--- src/rtl/loop_cnt_pkg.sv ---
// Shared types and constants for the multi-dimensional loop counter.
package loop_cnt_pkg;

    typedef enum logic {
        ST_IDLE = 1'b0,
        ST_RUN  = 1'b1
    } cntState_t;

    localparam logic MODE_WRAP    = 1'b0;
    localparam logic MODE_ONESHOT = 1'b1;

endpackage

--- src/rtl/loop_cnt_stage.sv ---
// One counter stage: counts 0..endCnt inclusive and passes carry upward when terminal.
module loop_cnt_stage #(
    parameter int unsigned WL = 8
) (
    input  logic          iCLK,
    input  logic          iRST,
    input  logic          clear,
    input  logic          advance,
    input  logic          carryIn,
    input  logic [WL-1:0] endCnt,
    output logic [WL-1:0] count,
    output logic          carryOut
);

    logic atEnd;

    assign atEnd    = (count == endCnt);
    assign carryOut = carryIn && atEnd;

    // A zero end-count keeps the stage at 0 and permanently terminal.
    always_ff @(posedge iCLK) begin
        if (!iRST) begin
            count <= '0;
        end else if (clear) begin
            count <= '0;
        end else if (advance && carryIn) begin
            count <= atEnd ? '0 : count + WL'(1);
        end
    end

endmodule

--- src/rtl/loop_counter_nd.sv ---
// NS-stage cascaded loop counter with programmable end-counts and wrap/one-shot runs.
module loop_counter_nd
    import loop_cnt_pkg::*;
#(
    parameter int unsigned NS      = 3,
    parameter int unsigned WL      = 8,
    parameter int unsigned ECV_DEF = 13
) (
    input  logic             iCLK,
    input  logic             iRST,
    input  logic             iCLR,
    input  logic             iLOAD,
    input  logic [NS*WL-1:0] iECV,
    input  logic             iMODE,
    input  logic             iSTART,
    input  logic             iEN,
    output logic [NS*WL-1:0] oCNT,
    output logic [NS-1:0]    oTC,
    output logic             oBUSY,
    output logic             oDONE
);

    cntState_t     state, stateNext;
    logic          modeReg, modeNext;
    logic          busyNext, doneNext;
    logic          loadEcv, startRun, advance, clearCnt;
    logic [WL-1:0] ecvReg [NS];
    logic [NS:0]   carry;

    assign carry[0] = 1'b1;
    assign oTC      = carry[NS:1];
    assign advance  = (state == ST_RUN) && iEN && !iCLR;
    assign clearCnt = iCLR || startRun;

    // Stage k advances only when every lower stage is terminal.
    for (genvar k = 0; k < NS; k++) begin : g_stage
        loop_cnt_stage #(.WL(WL)) u_stage (
            .iCLK     (iCLK),
            .iRST     (iRST),
            .clear    (clearCnt),
            .advance  (advance),
            .carryIn  (carry[k]),
            .endCnt   (ecvReg[k]),
            .count    (oCNT[k*WL +: WL]),
            .carryOut (carry[k+1])
        );
    end

    always_ff @(posedge iCLK) begin
        if (!iRST) begin
            state   <= ST_IDLE;
            modeReg <= MODE_WRAP;
            oBUSY   <= 1'b0;
            oDONE   <= 1'b0;
            for (int k = 0; k < NS; k++) begin
                ecvReg[k] <= WL'(ECV_DEF);
            end
        end else begin
            state   <= stateNext;
            modeReg <= modeNext;
            oBUSY   <= busyNext;
            oDONE   <= doneNext;
            if (loadEcv) begin
                for (int k = 0; k < NS; k++) begin
                    ecvReg[k] <= iECV[k*WL +: WL];
                end
            end
        end
    end

    // Clear outranks start/load, which outrank counting.
    always_comb begin
        stateNext = state;
        modeNext  = modeReg;
        doneNext  = 1'b0;
        loadEcv   = 1'b0;
        startRun  = 1'b0;
        if (iCLR) begin
            stateNext = ST_IDLE;
        end else begin
            case (state)
                ST_IDLE: begin
                    loadEcv = iLOAD;
                    if (iSTART) begin
                        startRun  = 1'b1;
                        stateNext = ST_RUN;
                        modeNext  = iMODE;
                    end
                end
                ST_RUN: begin
                    if (iEN && carry[NS]) begin
                        doneNext = 1'b1;
                        if (modeReg == MODE_ONESHOT) begin
                            stateNext = ST_IDLE;
                        end
                    end
                end
                default: stateNext = ST_IDLE;
            endcase
        end
        busyNext = (stateNext == ST_RUN);
    end

endmodule

--- config.mk ---
export PLATFORM = sky130hd
export DESIGN_NAME = loop_counter_nd
export DESIGN_NICKNAME = d
export VERILOG_FILES = /design/src/rtl/loop_cnt_pkg.sv /design/src/rtl/loop_cnt_stage.sv /design/src/rtl/loop_counter_nd.sv
export SDC_FILE = /design/constraint.sdc
export NUM_CORES = 1
export LEC_CHECK = 0
export CAP_MARGIN = 20
export CORE_UTILIZATION = 49
export DETAILED_ROUTE_END_ITERATION = 16
export PLACE_DENSITY = 0.8
export SYNTH_ARGS = -nofsm -noshare
export SYNTH_HDL_FRONTEND = slang
export SYNTH_HIERARCHICAL = 1
export SYNTH_SLANG_ARGS = --single-unit
export TNS_END_PERCENT = 10
--- constraint.sdc ---
create_clock -name iCLK -period 4.6 [get_ports iCLK]
set_clock_uncertainty 0.05 [all_clocks]
set_input_delay 1.38 -clock iCLK [delete_from_list [all_inputs] [get_ports iCLK]]
set_output_delay 1.38 -clock iCLK [all_outputs]
set_load 0.01 [all_outputs]
==> impl_results.md <==
- Outcome: complete, no violations
- Cells after synthesis: 233
- Final ANT Viol Nets: 0
- Leak pwr: 1.07 nW
- CP cell instances: xnor2_1 -> nand4_1 -> nor4_2 -> inv_1 -> nor4_4 -> inv_1 -> nor4_4 -> clkdlybuf4s50_1
- Post-placement cell count: 365
- Non-filler cells, final: 374
- Final-layout worst hold slack: 0.423 ns
- Post-Route Setup TNS: 0 ns
- DRC violations left: 0
- Vias in the first global route: 1790
- Rows: 25
- Synth Register Bits: 51
- WS Path Type: reg -> out
- Hold Crit Start: modeReg
- # port buffers: 59
- RR Startpoint: g_stage[0].u_stage/count[4]
- RSZ-0062 raised after global routing: false
- Max Buffers Root-to-Sink: 2
- H-Tree Depth: 2
- Hold Vio Cnt, Final: 0
- Min-Delay Endpoint: modeReg
- Cell taking the most area after synthesis: edfxtp_1
- Worst setup SP type: register
- Fin crit period: 4.43 ns
- CTS tree: yes
- Distinct cells, synth: 28
- Root Driver: clkbuf_8
- CTS Buf Count: 5
- Vias/cell: 4.92
- CTS sink cnt: 51
- Final wirelength: 5050 um
- Worst path bufs/invs: 3
- Critical Path Fanout Max: 5
- Effective utilization at floorplan: 0.513
- Top post-synthesis cells by area: edfxtp_1, dfxtp_1, xnor2_1
- Violation count after the first detailed-route iteration: 112
- WP data arrival: 3.00 ns
- Worst Reg-to-Reg Cells: 9
- Die Y: 72.5 um
- Via count: 1839
- Nets: 340
- CP max stage delay: 0.60 ns
- Initial antenna violation count: 0
- Fin util: 0.695
- CP max-delay cell: clkdlybuf4s50_1
- TritonRoute pass-1 iters: 4
- Layout cell share with drive strength beyond 1: 0.0684
- First-pass GRT wire length: 8390 um
- Post-Synthesis Cell Area: 0.00244 sq mm
- Crit path depth: 8
- Max Slew Vio Count: 0
- Slew Limit Headroom: 0.622
- All-layer global routing usage: 0.213
- Critical path endpoint category: output pin
- # Max-Cap Violations: 0
- Actual slew at the worst max-slew pin: 0.565 ns
- Final period util: 0.962
- Total gr overflow: 0
- Endpoints failing setup: 0
- Worst-Skew Late Latency: 0.31 ns
- Worst Hold Depth: 2
- Power Total: 0.882 mW
- ANT cells: 0
- Most frequent cells in the layout: clkdlybuf4s50_1, xnor2_1, nor2_1, dfxtp_1
- Pwr dens: 267 mW/mm^2
- Crit path max-delay family: simple AND/OR/NAND/NOR gates
- Die area: 0.00526 sq mm
- F_max: 226 MHz
- Core area: 0.00475 sq mm
- Post-DP HPWL: 3730 um
- Share of Yosys cell area claimed by the top area cell type: 0.296
- Reg2reg end: g_stage[2].u_stage/count[5]
- Commonest non-fill, non-tap cell in the layout: clkdlybuf4s50_1
- DR WL/cell: 13.5 um
- Hold crit path type: reg -> reg
- Chip Width: 72.5 um
- Flop2flop setup slack: 1.87 ns
- Syn Area/Cell: 10.5 sq um
- Io pins: 60
- VDD IR max: 0.000151 V
- Seq/Total Area, Yosys: 0.517
- Gpl congestion: 0.803
- Area Growth Syn to Fin: 35.6%
- Worst Path Required: 3.17 ns
- Clk slew on worst S/H paths: 0.09 ns
- Largest net degree at the start of global routing: 25
- Synth warn: 6
## area by class of cell
type                            instances  area, sq um
Clock buffer                            5         68.8
Timing Repair Buffer                   64          628
Clock inverter                          3         43.8
Sequential cell                        51         1260
Inverter                                7         26.3
Multi-Input combinational cell        177         1190
Tap cell                               67         83.8
Fill cell                             394         1450
## power breakdown
group,internal (mW),total (mW),switching [mW]
sequential,0.489,0.495,0.00645
combinational,0.0414,0.0730,0.0316
clock,0.162,0.314,0.152
total,0.692,0.882,0.190
## flip-flops by register name, indices dropped and copies added (netlist names)
signal,flops
ecvReg,24
state,1
g_stage.u_stage/count,24
oDONE,1
modeReg,1
## how the worst max path moves through the flow
stage,startpoint,end,slack [ns]
floorplan,g_stage[0].u_stage/count[4],oTC[2],0.08
global placement,g_stage[0].u_stage/count[4],oTC[2],0.37
detailed placement,g_stage[0].u_stage/count[4],oTC[2],0.34
CTS,g_stage[0].u_stage/count[4],oTC[2],0.06
global route,g_stage[0].u_stage/count[5],oTC[2],0.008
finish,g_stage[0].u_stage/count[4],oTC[2],0.17
## per-layer routing
metal  share of wire  GRT usage
met5               0          0
met3           0.032     0.0458
met1            0.45      0.263
met2            0.50      0.370
met4           0.016     0.0719
## synthesized netlist by cell type, drive strengths merged
master / n
nor2: 27
and4: 1
xnor2: 39
ha: 3
and4bb: 1
nor2b: 3
nand2b: 10
nor3b: 1
nor4: 6
o21ai: 1
a21o: 1
or2b: 1
inv: 7
mux2i: 1
and3: 3
nand4: 3
conb: 1
o41ai: 3
clkbuf: 1
buf: 1
nand2: 24
a21oi: 3
and2: 15
edfxtp: 24
nand3: 13
dfxtp: 27
nor3: 7
xor2: 6
## kinds of logic after synthesis
kind of cell    count (synthesis)  synth area share
compound gates                  8            0.0452
xor+xnor                       45             0.162
fa+ha+maj                       3            0.0154
buf+inv                         9            0.0159
flops                          51             0.517
mux                             1           0.00411
other cells                     1           0.00154
simple gates                  115             0.239
## what timing repair did
item                       4_1_cts  5_1_grt
setup endpoints to repair        1        1
hold buffers                     0        0
gates resized for setup          1        4
buffers inserted                 0        1
pin swaps                        0        1
## stage by stage
step | cell area, sq um | worst slack [ns]
2_1_floorplan | 2450 | 0.0844
3_3_place_gp | 3150 | 0.374
3_5_place_dp | 3150 | 0.342
4_1_cts | 3270 | 0.0641
5_1_grt | 3300 | 0.00790
6_report | 3300 | 0.174
## worst min-delay path: stages (launching register included)
cell and delay (ns):
dfxtp_1 0.33, nand2_1 0.05, mux2i_1 0.05
(Power assumes the default switching activity.)
